File: src/rtl/i2c_regmap_pkg.sv
// Shared constants for the I2C register map: widths, register addresses, bit positions.
package i2c_regmap_pkg;

  localparam int unsigned DATA_W = 8;
  localparam int unsigned ADDR_W = 8;
  localparam int unsigned NUM_GP = 4;
  localparam int unsigned STS_W  = 2;

  localparam logic [ADDR_W-1:0] ADDR_CTRL    = 8'h00;
  localparam logic [ADDR_W-1:0] ADDR_ID      = 8'h01;
  localparam logic [ADDR_W-1:0] ADDR_STATUS  = 8'h02;
  localparam logic [ADDR_W-1:0] ADDR_EVT_CNT = 8'h03;
  localparam logic [ADDR_W-1:0] ADDR_GP0     = 8'h04;
  localparam logic [ADDR_W-1:0] ADDR_GP1     = 8'h05;
  localparam logic [ADDR_W-1:0] ADDR_GP2     = 8'h06;
  localparam logic [ADDR_W-1:0] ADDR_GP3     = 8'h07;

  localparam int unsigned CTRL_EN      = 0;
  localparam int unsigned CTRL_EVT_MSK = 1;
  localparam int unsigned CTRL_OVF_MSK = 2;
  localparam int unsigned STS_EVT      = 0;
  localparam int unsigned STS_OVF      = 1;

  localparam logic [DATA_W-1:0] CNT_MAX = 8'hFF;

  // Interrupt request: any unmasked sticky status bit, gated by the global enable.
  function automatic logic irq_calc(input logic [DATA_W-1:0] ctrl_v,
                                    input logic [STS_W-1:0]  sts_v);
    return ctrl_v[CTRL_EN] & (|(sts_v & ctrl_v[CTRL_OVF_MSK:CTRL_EVT_MSK]));
  endfunction

endpackage

File: src/rtl/i2c_regmap_if.sv
// Register access bus between the I2C slave (master side) and the register map (slave side).
interface i2c_regmap_if;
  import i2c_regmap_pkg::*;

  logic              i2c_wr_strobe;
  logic [ADDR_W-1:0] i2c_addr;
  logic [DATA_W-1:0] i2c_wdata;
  logic [DATA_W-1:0] i2c_rdata;

  modport master (
    output i2c_wr_strobe,
    output i2c_addr,
    output i2c_wdata,
    input  i2c_rdata
  );

  modport slave (
    input  i2c_wr_strobe,
    input  i2c_addr,
    input  i2c_wdata,
    output i2c_rdata
  );

endinterface

File: src/rtl/i2c_regmap_cdc_pulse_sync.sv
// Level synchroniser plus rising-edge detect for a slow foreign-domain strobe.
// Flops reset to 1 so a strobe already high at reset release never produces a pulse.
module cdc_pulse_sync #(
  parameter int unsigned STAGES = 2
) (
  input  logic clk,
  input  logic rst,
  input  logic d,
  output logic pulse_c
);

  logic [STAGES-1:0] sync_q;
  logic              prev_q;

  always_ff @(posedge clk or posedge rst) begin
    if (rst) begin
      sync_q <= '1;
      prev_q <= 1'b1;
    end else begin
      sync_q <= {sync_q[STAGES-2:0], d};
      prev_q <= sync_q[STAGES-1];
    end
  end

  assign pulse_c = sync_q[STAGES-1] & ~prev_q;

endmodule

File: src/rtl/i2c_regmap.sv
// System-clock register map behind the I2C slave: CTRL, ID, sticky STATUS,
// saturating event counter and four GP output registers.
module i2c_regmap
  import i2c_regmap_pkg::*;
#(
  parameter logic [DATA_W-1:0] ID_VALUE    = 8'hA5,
  parameter int unsigned       SYNC_STAGES = 2
) (
  input  logic                   clk,
  input  logic                   rst,
  i2c_regmap_if.slave            bus,
  input  logic                   event_in,
  output logic [DATA_W-1:0]      ctrl,
  output logic [NUM_GP*DATA_W-1:0] gpo,
  output logic                   irq
);

  logic                           wr_pulse_c;
  logic [STS_W-1:0]               sts_q;
  logic [DATA_W-1:0]              evt_cnt_q;
  logic [NUM_GP-1:0][DATA_W-1:0]  gp_q;

  logic                           wr_ctrl_c;
  logic                           wr_sts_c;
  logic                           wr_cnt_c;
  logic                           wr_gp_c;
  logic [STS_W-1:0]               sts_set_c;
  logic [STS_W-1:0]               sts_clr_c;
  logic [STS_W-1:0]               sts_next_c;
  logic [DATA_W-1:0]              rd_mux_c;

  cdc_pulse_sync #(
    .STAGES (SYNC_STAGES)
  ) u_wr_sync (
    .clk     (clk),
    .rst     (rst),
    .d       (bus.i2c_wr_strobe),
    .pulse_c (wr_pulse_c)
  );

  // Address/data are sampled unsynchronised: they settled long before the pulse emerges.
  always_comb begin
    wr_ctrl_c = 1'b0;
    wr_sts_c  = 1'b0;
    wr_cnt_c  = 1'b0;
    wr_gp_c   = 1'b0;
    if (wr_pulse_c) begin
      wr_ctrl_c = (bus.i2c_addr == ADDR_CTRL);
      wr_sts_c  = (bus.i2c_addr == ADDR_STATUS);
      wr_cnt_c  = (bus.i2c_addr == ADDR_EVT_CNT);
      wr_gp_c   = (bus.i2c_addr[ADDR_W-1:2] == 6'd1);
    end
  end

  // Set wins over a simultaneous write-1-to-clear.
  always_comb begin
    sts_set_c          = '0;
    sts_set_c[STS_EVT] = event_in;
    sts_set_c[STS_OVF] = event_in && (evt_cnt_q == CNT_MAX);
    sts_clr_c          = wr_sts_c ? bus.i2c_wdata[STS_W-1:0] : '0;
    sts_next_c         = (sts_q & ~sts_clr_c) | sts_set_c;
  end

  always_comb begin
    rd_mux_c = '0;
    case (bus.i2c_addr)
      ADDR_CTRL:    rd_mux_c = ctrl;
      ADDR_ID:      rd_mux_c = ID_VALUE;
      ADDR_STATUS:  rd_mux_c = DATA_W'(sts_q);
      ADDR_EVT_CNT: rd_mux_c = evt_cnt_q;
      ADDR_GP0:     rd_mux_c = gp_q[0];
      ADDR_GP1:     rd_mux_c = gp_q[1];
      ADDR_GP2:     rd_mux_c = gp_q[2];
      ADDR_GP3:     rd_mux_c = gp_q[3];
      default:      rd_mux_c = '0;
    endcase
  end

  always_ff @(posedge clk or posedge rst) begin
    if (rst) begin
      ctrl          <= '0;
      gp_q          <= '0;
      sts_q         <= '0;
      evt_cnt_q     <= '0;
      irq           <= 1'b0;
      bus.i2c_rdata <= '0;
    end else begin
      if (wr_ctrl_c) ctrl <= bus.i2c_wdata;
      if (wr_gp_c)   gp_q[bus.i2c_addr[1:0]] <= bus.i2c_wdata;
      sts_q <= sts_next_c;
      // A clear together with an event leaves one counted event.
      if (wr_cnt_c)
        evt_cnt_q <= event_in ? DATA_W'(1) : '0;
      else if (event_in && (evt_cnt_q != CNT_MAX))
        evt_cnt_q <= evt_cnt_q + DATA_W'(1);
      irq           <= irq_calc(ctrl, sts_q);
      bus.i2c_rdata <= rd_mux_c;
    end
  end

  assign gpo = gp_q;

endmodule

File: src/flat_wrapper.sv
// flat-port wrapper written by rule: the top's interface ports become plain ports
module i2c_regmap_flat import i2c_regmap_pkg::*;
#(
  parameter logic [DATA_W-1:0] ID_VALUE    = 8'hA5,
  parameter int unsigned       SYNC_STAGES = 2
)
  (clk, rst, event_in, ctrl, gpo, irq, bus_i2c_wr_strobe, bus_i2c_addr, bus_i2c_wdata, bus_i2c_rdata);
  i2c_regmap_if bus_i ();
  input  logic clk;
  input  logic rst;
  input  logic event_in;
  output logic [DATA_W-1:0] ctrl;
  output logic [NUM_GP*DATA_W-1:0] gpo;
  output logic irq;
  input wire logic [$bits(bus_i.i2c_wr_strobe)-1:0] bus_i2c_wr_strobe;
  input wire logic [$bits(bus_i.i2c_addr)-1:0] bus_i2c_addr;
  input wire logic [$bits(bus_i.i2c_wdata)-1:0] bus_i2c_wdata;
  output wire logic [$bits(bus_i.i2c_rdata)-1:0] bus_i2c_rdata;
  assign bus_i.i2c_wr_strobe = bus_i2c_wr_strobe;
  assign bus_i.i2c_addr = bus_i2c_addr;
  assign bus_i.i2c_wdata = bus_i2c_wdata;
  assign bus_i2c_rdata = bus_i.i2c_rdata;
  i2c_regmap #(.ID_VALUE(ID_VALUE), .SYNC_STAGES(SYNC_STAGES)) u_core (.clk(clk), .rst(rst), .bus(bus_i), .event_in(event_in), .ctrl(ctrl), .gpo(gpo), .irq(irq));
endmodule
File: config.mk
export PLATFORM = sky130hd
export DESIGN_NAME = i2c_regmap_flat
export DESIGN_NICKNAME = d
export VERILOG_FILES = /design/src/rtl/i2c_regmap_pkg.sv /design/src/rtl/i2c_regmap_if.sv /design/src/rtl/i2c_regmap_cdc_pulse_sync.sv /design/src/rtl/i2c_regmap.sv /design/src/flat_wrapper.sv
export SDC_FILE = /design/constraint.sdc
export NUM_CORES = 1
export LEC_CHECK = 0
export ABC_AREA = 1
export BUFFER_PORTS_ARGS = -buffer_cell sky130_fd_sc_hd__buf_4
export CAP_MARGIN = 30
export CORE_MARGIN = 10
export CORE_UTILIZATION = 45
export CTS_CLUSTER_DIAMETER = 80
export DETAILED_ROUTE_END_ITERATION = 8
export GPL_ROUTABILITY_DRIVEN = 0
export PLACE_DENSITY = 0.66
export SLEW_MARGIN = 20
export SYNTH_ARGS = -nofsm -noshare
export SYNTH_HDL_FRONTEND = slang
export SYNTH_SLANG_ARGS = --single-unit
File: constraint.sdc
create_clock -name clk -period 1.9 [get_ports clk]
set_input_delay 0.095 -clock clk [delete_from_list [all_inputs] [get_ports clk]]
set_output_delay 0.095 -clock clk [all_outputs]
set_load 0.02 [all_outputs]
==> results by group, run 1 <==
Setup path
  • Arrival @ worst endpoint: 1.79 ns
  • R2R setup slack: 0.34 ns
  • Worst r2r src: u_core.evt_cnt_q[0]$_DFFE_PP0P_
  • Req. time, crit path: 2.14 ns
  • FF-to-FF End: u_core.evt_cnt_q[4]$_DFFE_PP0P_
  • Crit end category: flip-flop
  • WS Path Type: reg2reg
  • Worst R2R Path Depth: 8
  • CP max FO: 6
  • Startpoint Class: flip-flop

Yosys
  • Synth top area cells: dfrtp_1 47%, nand2_1 15%, o21ai_2 7.2%
  • Cell count after synthesis: 375
  • Post-synth EDFFs: 0
  • #FFs+latches synth: 62
  • Most frequent cell after synthesis: nand2_1
  • Seq/Total Area, Yosys: 49.5%
  • Post-synth cell types: 25
  • Most frequent cells after synthesis: 125 x nand2_1, 59 x dfrtp_1, 38 x nand3_1, 33 x inv_1, 28 x nor2_1
  • Syn_nets: 396
  • Syn avg cell area: 8.38 um^2
  • Ys flop type: dfrtp_1
  • Leading area contributor after synthesis: dfrtp_1
  • Yosys top cell area share: 47.0%
  • Synth async-reset ratio: 100%
  • Cell area after synthesis: 3140 um^2
  • YS warnings: 0

Power
  • Cell leakage power: 2.11 nW
  • VDD IR-drop max: 0.417 mV
  • Overall Power: 0.00305 W
  • Power per Cell Area: 774 nW/um^2

Global routing
  • Gr usage total: 15.6%
  • Initial antenna violation count: 0
  • Overflow after GRT: 0
  • First-pass GRT wire length: 13.8 mm
  • Largest net degree at the start of global routing: 46
  • Vias in the first global route: 2668

Die
  • Total die area: 10700 um^2
  • Die width: 104 um
  • Row count: 30
  • Starting Density: 46.2%
  • Die height: 104 um
  • Boundary Pins: 69
  • CORE AREA: 6790 um^2

Timing
  • Endpoints failing setup: 0
  • Setup TNS: 0 ns
  • Final period utilization: 81.9%
  • Final hold violation count: 0
  • RSZ-0062 raised after global routing: no
  • Final Skew: 0.00683 ns
  • Max-slew headroom: 72.0%
  • Fmax: 643 MHz
  • Worst-margin pin slew: 0.419 ns
  • Fin. max-slew vios: 0
  • Hold_ws: 0.0374 ns
  • Final worst path period need: 1.56 ns

Final layout
  • Net count reported at finish: 470
  • Fraction of layout cells with a size suffix above 1: 31.5%
  • Fin util: 58.0%
  • P&R area growth vs syn: 25.3%
  • Fin cells: 550
  • ANT cells: 0

Worst hold path
  • Worst Hold Launch: event_in
  • Hold endpoint: u_core.sts_q[0]$_DFF_PP0_
  • Worst Hold Class: in2reg
  • Worst Hold Depth: 3

Detailed routing
  • Avg WL per Cell: 15.0 um
  • Drt pass-1 iters: 6
  • Residual DRC: 0
  • 1st-iter DRT viols: 124
  • Vias: 2686
  • WL final: 8.27 mm
  • Via density: 4.88
  • Post-DRT Antenna Nets: 0

CTS
  • Cts repair resizes: 0
  • Clock tree buffer depth: 2
  • Worst skew pair latency: 0.34 ns
  • H-tree level count: 3
  • Clk sinks: 62
  • CTS tree: yes
  • CTS buffer count: 9
  • Clock Root Buffer: clkbuf_8
  • CTS clock-pin slew for the worst setup and hold paths: 0.08 ns

Placed design
  • Port Buf Inserts: 68
  • Placed cells: 532
  • Hpwl dp: 6.22 mm

Flow run
  • Max-cap viol count: 0

Run status
  • Run status: complete, no violations
-- what timing repair did --
action                    4_1_cts  5_1_grt
setup buffers                   0        0
hold buffers                    2        0
hold endpoints to repair       17        0
-- cell type report --
class,count,area (um^2)
flip-flops and latches,62,1560
multi-input cells,268,1370
clock buffers,10,128
repair buffers,72,558
well taps,96,120
clock inverters,6,71.3
inverters,36,135
fillers,614,2860
-- cells in the final DEF, fill, tap and decap left out, types with 3 or more instances in the layout --
master	Yosys	layout
nand2_1	125	125
buf_4	2	69
dfrtp_1	59	59
nand3_1	38	38
inv_1	33	32
nor2_1	28	28
o21ai_2	26	26
o21ai_1	12	12
clkbuf_8	0	9
nand2_2	7	7
nor2_2	6	6
nor2_4	6	6
inv_2	3	4
o21ai_0	4	4
nand2_4	3	3
a21oi_1	3	3
dfstp_2	3	3
-- sequential cells by signal, indices dropped and copies added, names as in the netlist --
| signal | cells |
|---|---|
| u_core.irq | 1 |
| u_core.evt_cnt_q | 8 |
| u_core.gpo | 32 |
| u_core.bus.i2c_rdata | 8 |
| u_core.u_wr_sync.prev_q | 1 |
| u_core.ctrl | 8 |
| u_core.sts_q | 2 |
| u_core.u_wr_sync.sync_q | 2 |
-- through the flow --
step	area (um^2)	setup WS, ns
after detailed placement	3720	0.375
after CTS	3940	0.357
after global routing	3940	0.208
final	3940	0.344
after floorplan	3140	0.269
after global placement	3720	0.471
-- metal layers --
| layer | wire, um | GRT usage (%) | vias up |
|---|---|---|---|
| met2 | 3770 | 24.5 | 81 |
| met5 | 0 | 0 | - |
| met3 | 449 | 4.34 | 14 |
| li1 | - | - | 1348 |
| met4 | 164 | 6.25 | 0 |
| met1 | 3880 | 19.6 | 1243 |
-- worst max path at each step --
stage | start | endpoint | cells past startpoint
2_1_floorplan | rst | u_core.bus.i2c_rdata[0]$_DFF_PP0_ | 1
3_3_place_gp | u_core.evt_cnt_q[0]$_DFFE_PP0P_ | u_core.evt_cnt_q[4]$_DFFE_PP0P_ | 8
3_5_place_dp | u_core.evt_cnt_q[0]$_DFFE_PP0P_ | u_core.evt_cnt_q[4]$_DFFE_PP0P_ | 8
4_1_cts | u_core.evt_cnt_q[0]$_DFFE_PP0P_ | u_core.evt_cnt_q[4]$_DFFE_PP0P_ | 8
5_1_grt | u_core.evt_cnt_q[0]$_DFFE_PP0P_ | u_core.evt_cnt_q[4]$_DFFE_PP0P_ | 8
6_report | u_core.evt_cnt_q[0]$_DFFE_PP0P_ | u_core.evt_cnt_q[4]$_DFFE_PP0P_ | 8
-- power breakdown --
group          leakage (nW)  internal (W)  switching, W
logic                  1.18      0.000145      0.000236
clock network        0.0931      0.000615      0.000565
registers             0.833       0.00140     0.0000844
total                  2.11       0.00216      0.000885
-- critical path, stage by stage (launching register included) --
cell	delay (ns)
dfrtp_1	0.43
ha_1	0.19
nand2_1	0.07
inv_1	0.14
nand3_2	0.15
nand2_1	0.22
inv_1	0.10
nand3_1	0.08
nand2_1	0.05
-- logic make-up (layout without fill, tap and decap cells) --
| kind of cell | count (synthesis) | in the layout | synth area share (%) |
|---|---|---|---|
| buffers and inverters | 45 | 124 | 6.89 |
| DFF | 62 | 62 | 49.5 |
| and+or+nand+nor | 219 | 219 | 32.1 |
| adders and majority gates | 1 | 1 | 0.398 |
| xor gates and xnor gates | 2 | 2 | 0.558 |
| AOI/OAI and AO/OA | 46 | 46 | 10.5 |
(Power assumes the default switching activity.)
==> inputs of run 2 (changes only) <==
--- a/config.mk
+++ b/config.mk
@@ -13,7 +13,7 @@
 export CTS_CLUSTER_DIAMETER = 80
 export DETAILED_ROUTE_END_ITERATION = 8
 export GPL_ROUTABILITY_DRIVEN = 0
-export PLACE_DENSITY = 0.66
+export PLACE_DENSITY = 0.69
 export SLEW_MARGIN = 20
 export SYNTH_ARGS = -nofsm -noshare
 export SYNTH_HDL_FRONTEND = slang
==> constraint.sdc (replaced) <==
create_clock -name clk -period 1.3 [get_ports clk]
set_input_delay 0.065 -clock clk [delete_from_list [all_inputs] [get_ports clk]]
set_output_delay 0.065 -clock clk [all_outputs]
set_load 0.02 [all_outputs]
==> run 2 against run 1 <==
Maximum frequency is 23% higher. Clock power is 60% higher. Global-route usage is 1.1 points higher. Final cell count increased by 3.8%. Largest cell class unchanged.
==> results by group, run 2 (synthesis gave the netlist of run 1 again) <==
Power
  • Switching part of the total power: 27.1% (was 29.1%)
  • Reg power frac: 44.4% (was 48.7%)
  • Cell Int Power: 0.00351 W (was 0.00216 W)
  • Power per Cell Area: 1130 nW/um^2 (was 774 nW/um^2)
  • Cell leakage power: 2.23 nW (was 2.11 nW)
  • Switch Pwr: 0.00131 W (was 0.000885 W)
  • Comb pwr share: 16.4% (was 12.5%)
  • Clock Power Share: 39.1% (was 38.7%)
  • VDD IR-drop max: 0.708 mV (was 0.417 mV)

Final layout
  • Max reg flops: 32 (unchanged)
  • ANT cells: 0 (unchanged)
  • Fin util: 62.8% (was 58.0%)
  • Post-route cell area: 4270 um^2 (was 3940 um^2)
  • Net count reported at finish: 491 (was 470)
  • P&R area growth vs syn: 35.8% (was 25.3%)
  • Fraction of layout cells with a size suffix above 1: 37.1% (was 31.5%)
  • Commonest non-fill, non-tap cell in the layout: nand2_1 (unchanged)
  • Most frequent cells in the layout: 121 x nand2_1, 85 x buf_4, 59 x dfrtp_1 (was 125 x nand2_1, 69 x buf_4, 59 x dfrtp_1)

Die
  • Starting Density: 46.2% (unchanged)
  • Total die area: 10700 um^2 (unchanged)
  • Boundary Pins: 69 (unchanged)
  • CORE AREA: 6790 um^2 (unchanged)
  • Die height: 104 um (unchanged)
  • Die width: 104 um (unchanged)
  • Row count: 30 (unchanged)

Detailed routing
  • WL final: 9.07 mm (was 8.27 mm)
  • Drt pass-1 iters: 4 (was 6)
  • 1st-iter DRT viols: 208 (was 124)
  • Post-DRT Antenna Nets: 0 (unchanged)
  • Residual DRC: 0 (unchanged)
  • Avg WL per Cell: 15.9 um (was 15.0 um)
  • Via density: 4.96 (was 4.88)
  • Vias: 2831 (was 2686)

CTS
  • CTS clock-pin slew for the worst setup and hold paths: 0.07 ns (was 0.08 ns)
  • Clock tree buffer depth: 2 (unchanged)
  • CTS buffer count: 9 (unchanged)
  • Worst skew pair latency: 0.35 ns (was 0.34 ns)
  • CTS tree: yes (unchanged)
  • Clock Root Buffer: clkbuf_8 (unchanged)
  • Clk sinks: 62 (unchanged)
  • H-tree level count: 3 (unchanged)

Timing
  • Fin. max-slew vios: 0 (unchanged)
  • Fmax: 794 MHz (was 643 MHz)
  • Final worst path period need: 1.26 ns (was 1.56 ns)
  • Worst-margin pin slew: 0.459 ns (was 0.419 ns)
  • Endpoints failing setup: 0 (unchanged)
  • Final hold violation count: 0 (unchanged)
  • Max-slew headroom: 69.4% (was 72.0%)
  • Final Skew: 0.00633 ns (was 0.00683 ns)
  • Final period utilization: 96.9% (was 81.9%)
  • RSZ-0062 raised after global routing: yes (was no)

Setup path
  • Master of the slowest instance on the critical path: dfrtp_1 (unchanged)
  • CP max FO: 6 (unchanged)
  • CP cell instances: ha_2, nand2_2, inv_2, nand3_4, nand2_4, inv_4, nand3_2, nand2_1 (was ha_1, nand2_1, inv_1, nand3_2, nand2_1, inv_1, nand3_1, nand2_1)
  • FF-to-FF End: u_core.evt_cnt_q[1]$_DFFE_PP0P_ (was u_core.evt_cnt_q[4]$_DFFE_PP0P_)
  • Worst path max stage delay: 0.36 ns (was 0.43 ns)
  • WS Path Type: reg2reg (unchanged)
  • Worst r2r src: u_core.evt_cnt_q[1]$_DFFE_PP0P_ (was u_core.evt_cnt_q[0]$_DFFE_PP0P_)
  • R2R setup slack: 0.04 ns (was 0.34 ns)
  • Worst R2R Path Depth: 8 (unchanged)
  • Startpoint Class: flip-flop (unchanged)
  • CP delay by family, top: simple AND/OR/NAND/NOR gates (unchanged)
  • Arrival @ worst endpoint: 1.49 ns (was 1.79 ns)
  • Crit end category: flip-flop (unchanged)
  • Req. time, crit path: 1.53 ns (was 2.14 ns)
  • Buf/Inv on CP: 2 (unchanged)

Worst hold path
  • Worst Hold Class: in2reg (unchanged)
  • Worst Hold Launch: event_in (unchanged)
  • Hold endpoint: u_core.sts_q[0]$_DFF_PP0_ (unchanged)
  • Worst Hold Depth: 3 (unchanged)

Global routing
  • Initial antenna violation count: 0 (unchanged)
  • Vias in the first global route: 2866 (was 2668)
  • Largest net degree at the start of global routing: 27 (was 46)
  • Overflow after GRT: 0 (unchanged)
  • Gr usage total: 16.7% (was 15.6%)
  • First-pass GRT wire length: 14.6 mm (was 13.8 mm)

Run status
  • Run status: complete, no violations (unchanged)

Flow run
  • Max-cap viol count: 0 (unchanged)

Placed design
  • Dpl cell area: 3850 um^2 (was 3720 um^2)
  • Hpwl dp: 6.52 mm (was 6.22 mm)
  • Port Buf Inserts: 68 (unchanged)
-- run 2: cell count changes in the layout (fill, tap and decap cells not counted), sizes merged --
cell | before | now
buf | 70 | 88
clkbuf | 10 | 12
inv | 37 | 35
nand3 | 41 | 43
bufinv | 1 | 2
clkinvlp | 2 | 1
nand2 | 135 | 136
-- run 2: worst reg2reg max path, stage by stage, from the launching register on --
cell	delay [ns]
dfrtp_1	0.36
ha_2	0.20
nand2_2	0.07
inv_2	0.08
nand3_4	0.12
nand2_4	0.14
inv_4	0.06
nand3_2	0.05
nand2_1	0.06
-- run 2: power by group through the flow --
| stage | logic [W] | registers (W) | clock network [W] |
|---|---|---|---|
| floorplan | 0.000326 | 0.00222 | 0 |
| global placement | 0.000700 | 0.00217 | 0 |
| detailed placement | 0.000724 | 0.00217 | 0 |
| CTS | 0.000746 | 0.00214 | 0.00189 |
| global route | 0.000870 | 0.00216 | 0.00201 |
| finish | 0.000792 | 0.00214 | 0.00189 |
-- run 2: per-layer routing --
layer	part of all wire, %	track usage [%]
met5	0	0
met3	7.1	4.96
met4	2.2	6.35
met1	45	21.4
met2	45	25.7
-- run 2: how the worst max path moves through the flow --
stage | start | end | cells past startpoint
final | u_core.evt_cnt_q[1]$_DFFE_PP0P_ | u_core.evt_cnt_q[1]$_DFFE_PP0P_ | 8
after floorplan | u_core.u_wr_sync.sync_q[1]$_DFF_PP1_ | u_core.gpo[21]$_DFFE_PP0P_ | 6
after CTS | u_core.evt_cnt_q[0]$_DFFE_PP0P_ | u_core.evt_cnt_q[4]$_DFFE_PP0P_ | 8
after global placement | u_core.u_wr_sync.sync_q[1]$_DFF_PP1_ | u_core.gpo[28]$_DFFE_PP0P_ | 5
after global routing | u_core.evt_cnt_q[0]$_DFFE_PP0P_ | u_core.evt_cnt_q[1]$_DFFE_PP0P_ | 8
after detailed placement | u_core.u_wr_sync.sync_q[1]$_DFF_PP1_ | u_core.gpo[30]$_DFFE_PP0P_ | 5
-- run 2: timing repair --
item	4_1_cts	5_1_grt
endpoints found under the setup margin	48	30
gates resized for setup	10	18
hold buffers	2	0
pin swaps	2	5
endpoints found under the hold margin	15	0
buffers inserted	0	4
cloned	2	1
-- run 2: layout make-up --
| type | count | area (um^2) |
|---|---|---|
| timing repair buffer | 90 | 718 |
| clock inverter | 4 | 70.1 |
| sequential | 62 | 1560 |
| clock buffer | 12 | 145 |
| inverter | 36 | 149 |
| tap | 96 | 120 |
| fill | 576 | 2530 |
| multi-input combinational | 271 | 1510 |
-- run 2: through the flow --
stage / setup TNS [ns] / setup slack, ns / cells / power, W / hold slack, ns
final: 0 / 0.0399 / 571 / 0.00482 / 0.0513
after global routing: -0.0875 / -0.0261 / 571 / 0.00503 / 0.0651
after CTS: 0 / 0.00247 / 566 / 0.00477 / 0.0280
after detailed placement: -1.76 / -0.129 / 546 / 0.00289 / 0.0903
after global placement: -0.736 / -0.0618 / 546 / 0.00287 / 0.0890
after floorplan: 0 / 0.00463 / 375 / 0.00254 / 0.0695
==> inputs of run 3 (changes only) <==
--- a/config.mk
+++ b/config.mk
@@ -5,7 +5,6 @@
 export SDC_FILE = /design/constraint.sdc
 export NUM_CORES = 1
 export LEC_CHECK = 0
-export ABC_AREA = 1
 export BUFFER_PORTS_ARGS = -buffer_cell sky130_fd_sc_hd__buf_4
 export CAP_MARGIN = 30
 export CORE_MARGIN = 10
@@ -13,7 +12,7 @@
 export CTS_CLUSTER_DIAMETER = 80
 export DETAILED_ROUTE_END_ITERATION = 8
 export GPL_ROUTABILITY_DRIVEN = 0
-export PLACE_DENSITY = 0.69
+export PLACE_DENSITY = 0.7
 export SLEW_MARGIN = 20
 export SYNTH_ARGS = -nofsm -noshare
 export SYNTH_HDL_FRONTEND = slang
==> run 3 against run 2 <==
The flow now finishes with violations (setup timing). Register-to-register slack lost 0.30 ns. Clock power shrank 2%. First-iteration DRC count shrank 38%. Flip-flop and latch count is the same. Largest power group unchanged. Maximum frequency shrank 19%. Die area shrank 6.4%. Hold slack lost 0.033 ns. Via count shrank 18%. Core utilization grew 2.0 points. Power grew 3.6%. Combinational power grew 11%. Count of clock-buffer cells in the layout shrank 2.
==> results by group, run 3 <==
Setup path
  • R2R setup slack: -0.26 ns (was 0.04 ns)
  • WS Path Type: reg2reg (unchanged)
  • CP cell instances: nor4b_4, buf_6, nand3_4, buf_4, mux2_2 (was ha_2, nand2_2, inv_2, nand3_4, nand2_4, inv_4, nand3_2, nand2_1)
  • Worst r2r src: u_core.u_wr_sync.sync_q[1]$_DFF_PP1_ (was u_core.evt_cnt_q[1]$_DFFE_PP0P_)
  • CP max FO: 6 (unchanged)
  • Arrival @ worst endpoint: 1.79 ns (was 1.49 ns)
  • Buf/Inv on CP: 2 (unchanged)
  • Master of the slowest instance on the critical path: dfstp_2 (was dfrtp_1)
  • Worst path max stage delay: 0.53 ns (was 0.36 ns)
  • Startpoint Class: flip-flop (unchanged)
  • Crit end category: flip-flop (unchanged)
  • Worst R2R Path Depth: 5 (was 8)
  • CP delay by family, top: flip-flops (was simple AND/OR/NAND/NOR gates)
  • FF-to-FF End: u_core.gpo[21]$_DFFE_PP0P_ (was u_core.evt_cnt_q[1]$_DFFE_PP0P_)
  • Req. time, crit path: 1.53 ns (about the same)

Yosys
  • Yosys top cell area share: 51.0% (was 47.0%)
  • Post-synth EDFFs: 0 (unchanged)
  • Cell count after synthesis: 219 (was 375)
  • Most frequent cell after synthesis: dfrtp_1 (was nand2_1)
  • Syn_nets: 240 (was 396)
  • Leading area contributor after synthesis: dfrtp_1 (unchanged)
  • Synth async-reset ratio: 100% (unchanged)
  • YS warnings: 0 (unchanged)
  • Post-synth cell types: 40 (was 25)
  • Seq/Total Area, Yosys: 53.8% (was 49.5%)
  • Syn avg cell area: 13.2 um^2 (was 8.38 um^2)
  • Synth top area cells: dfrtp_1 51%, mux2_2 18%, mux4_2 3.1% (was dfrtp_1 47%, nand2_1 15%, o21ai_2 7.2%)
  • #FFs+latches synth: 62 (unchanged)
  • Most frequent cells after synthesis: 59 x dfrtp_1, 47 x mux2_2, 8 x nor2_1, 7 x nor3_1 (was 125 x nand2_1, 59 x dfrtp_1, 38 x nand3_1, 33 x inv_1, 28 x nor2_1)
  • Ys flop type: dfrtp_1 (unchanged)
  • Cell area after synthesis: 2890 um^2 (was 3140 um^2)

Global routing
  • GR peak layer: met2 (unchanged)
  • Met3 usage: 6.73% (was 4.96%)
  • First-pass GRT wire length: 12.9 mm (was 14.6 mm)
  • Overflow after GRT: 0 (unchanged)
  • Gr usage total: 16.3% (was 16.7%)
  • Met1 usage: 20.2% (was 21.4%)
  • Met2 Track Usage GR: 25.0% (was 25.7%)
  • Vias in the first global route: 2402 (was 2866)
  • Largest net degree at the start of global routing: 63 (was 27)
  • Initial antenna violation count: 0 (unchanged)

Power
  • Power per Cell Area: 1220 nW/um^2 (was 1130 nW/um^2)
  • VDD IR-drop max: 1.00 mV (was 0.708 mV)
  • Overall Power: 0.00500 W (was 0.00482 W)
  • Cell leakage power: 1.99 nW (was 2.23 nW)

Timing
  • Fmax: 641 MHz (was 794 MHz)
  • Final Skew: 0.0126 ns (was 0.00633 ns)
  • RSZ-0062 raised after global routing: yes (unchanged)
  • Final hold violation count: 0 (unchanged)
  • Endpoints failing setup: 50 (was 0)
  • Setup WS post-layout: -0.261 ns (was 0.0399 ns)
  • Worst-margin pin slew: 0.486 ns (was 0.459 ns)
  • Final period utilization: 120% (was 96.9%)
  • Final worst path period need: 1.56 ns (was 1.26 ns)
  • Fin. max-slew vios: 0 (unchanged)
  • Max-slew headroom: 67.5% (was 69.4%)

Die
  • Row count: 29 (was 30)
  • Starting Density: 45.8% (was 46.2%)
  • Die height: 100 um (was 104 um)
  • Total die area: 10000 um^2 (was 10700 um^2)
  • CORE AREA: 6310 um^2 (was 6790 um^2)
  • Die width: 100 um (was 104 um)
  • Boundary Pins: 69 (unchanged)

Run status
  • Violated checks: setup timing
  • Run status: complete, but fails checks (was complete, no violations)

Worst hold path
  • Worst Hold Depth: 2 (was 3)
  • Hold endpoint: u_core.gpo[9]$_DFFE_PP0P_ (was u_core.sts_q[0]$_DFF_PP0_)
  • Worst Hold Class: in2reg (unchanged)
  • Worst Hold Launch: bus_i2c_wdata[1] (was event_in)

Detailed routing
  • Avg WL per Cell: 19.7 um (was 15.9 um)
  • Vias: 2309 (was 2831)
  • Via density: 5.66 (was 4.96)
  • WL final: 8.03 mm (was 9.07 mm)
  • Drt pass-1 iters: 4 (unchanged)
  • 1st-iter DRT viols: 129 (was 208)
  • Residual DRC: 0 (unchanged)
  • Post-DRT Antenna Nets: 0 (unchanged)

Final layout
  • Post-route cell area: 4100 um^2 (was 4270 um^2)
  • Multi-input logic area: 1360 um^2 (was 1510 um^2)
  • Max reg flops: 32 (unchanged)
  • Most frequent cells in the layout: 85 x buf_4, 58 x dfrtp_1, 47 x mux2_2 (was 121 x nand2_1, 85 x buf_4, 59 x dfrtp_1)
  • Register area: 1560 um^2 (about the same)
  • ANT cells: 0 (unchanged)
  • Commonest non-fill, non-tap cell in the layout: buf_4 (was nand2_1)
  • Fraction of layout cells with a size suffix above 1: 54.4% (was 37.1%)
  • Fillers: 513 (was 576)
  • Net count reported at finish: 347 (was 491)
  • P&R area growth vs syn: 41.6% (was 35.8%)

Placed design
  • Hpwl dp: 5.73 mm (was 6.52 mm)
  • Port Buf Inserts: 68 (unchanged)
  • Dpl cell area: 3690 um^2 (was 3850 um^2)
  • Place WS: -0.380 ns (was -0.129 ns)

CTS
  • CTS clock-pin slew for the worst setup and hold paths: 0.07 ns (about the same)
  • H-tree level count: 3 (unchanged)
  • CTS buffer count: 9 (unchanged)
  • CTS tree: yes (unchanged)
  • Worst skew pair latency: 0.34 ns (was 0.35 ns)
  • Clock Root Buffer: clkbuf_8 (unchanged)
  • Clock tree buffer depth: 2 (unchanged)
  • Clk sinks: 62 (unchanged)

Flow run
  • Max-cap viol count: 0 (unchanged)
run 3: worst register-to-register path, cell delays in order, from the launching register on:
cell and delay, ns:
dfstp_2 0.53, nor4b_4 0.20, buf_6 0.20, nand3_4 0.11, buf_4 0.16, mux2_2 0.26
run 3: cell type report:
| cell class | count | area share (%) |
|---|---|---|
| Sequential cell | 62 | 38.0 |
| Multi-Input combinational cell | 146 | 33.1 |
| Timing Repair Buffer | 104 | 21.0 |
| Clock buffer | 10 | 3.12 |
| Tap cell | 77 | 2.35 |
| Clock inverter | 6 | 2.11 |
| Inverter | 3 | 0.367 |
run 3: metrics by stage:
stage | hold slack (ns) | util, % | instances | TNS (ns)
floorplan | 0.0695 | - | 219 | -15.34
global route | 0.0166 | 64.9 | 408 | -14.46
detailed placement | 0.175 | 58.4 | 382 | -12.47
CTS | 0.0154 | 64.6 | 408 | -10.93
finish | 0.0181 | 64.9 | 408 | -11.12
global placement | 0.174 | 58.4 | 382 | -10.82
run 3: report_power, final:
part           switching (W)  leakage [nW]  internal, W
combinational       0.000433          1.05     0.000448
clock               0.000778         0.106      0.00108
sequential          0.000192         0.830      0.00207
total                0.00140          1.99      0.00359
run 3: layer usage:
layer	vias to the layer above	wire (um)
li1	1060	-
met1	1164	3470
met2	73	3820
met3	12	606
met4	0	125
met5	-	0
run 3: kinds of logic after synthesis:
logic type	count (synthesis)	synth area share, %
adders and majority gates	1	0.432
DFF	62	53.8
muxes	54	22.4
and+or+nand+nor	55	12.8
AOI/OAI and AO/OA	36	8.95
buffers and inverters	11	1.64
run 3: how the worst max path moves through the flow:
stage	end	start	slack, ns	depth (start not counted)
2_1_floorplan	u_core.gpo[10]$_DFFE_PP0P_	u_core.u_wr_sync.sync_q[1]$_DFF_PP1_	-0.37	3
3_3_place_gp	u_core.gpo[8]$_DFFE_PP0P_	u_core.u_wr_sync.sync_q[1]$_DFF_PP1_	-0.33	4
3_5_place_dp	u_core.gpo[12]$_DFFE_PP0P_	u_core.u_wr_sync.sync_q[1]$_DFF_PP1_	-0.38	4
4_1_cts	u_core.gpo[22]$_DFFE_PP0P_	u_core.u_wr_sync.sync_q[1]$_DFF_PP1_	-0.26	5
5_1_grt	u_core.sts_q[1]$_DFF_PP0_	u_core.u_wr_sync.sync_q[1]$_DFF_PP1_	-0.34	6
6_report	u_core.gpo[21]$_DFFE_PP0P_	u_core.u_wr_sync.sync_q[1]$_DFF_PP1_	-0.26	5
run 3: what timing repair did:
action / in CTS / in global routing
cloned: 0 / 0
hold endpoints to repair: 86 / 0
gates resized for setup: 15 / 5
hold buffers: 9 / 0
setup endpoints to repair: 50 / 54
setup buffers: 1 / 0
pin swaps: 1 / 1
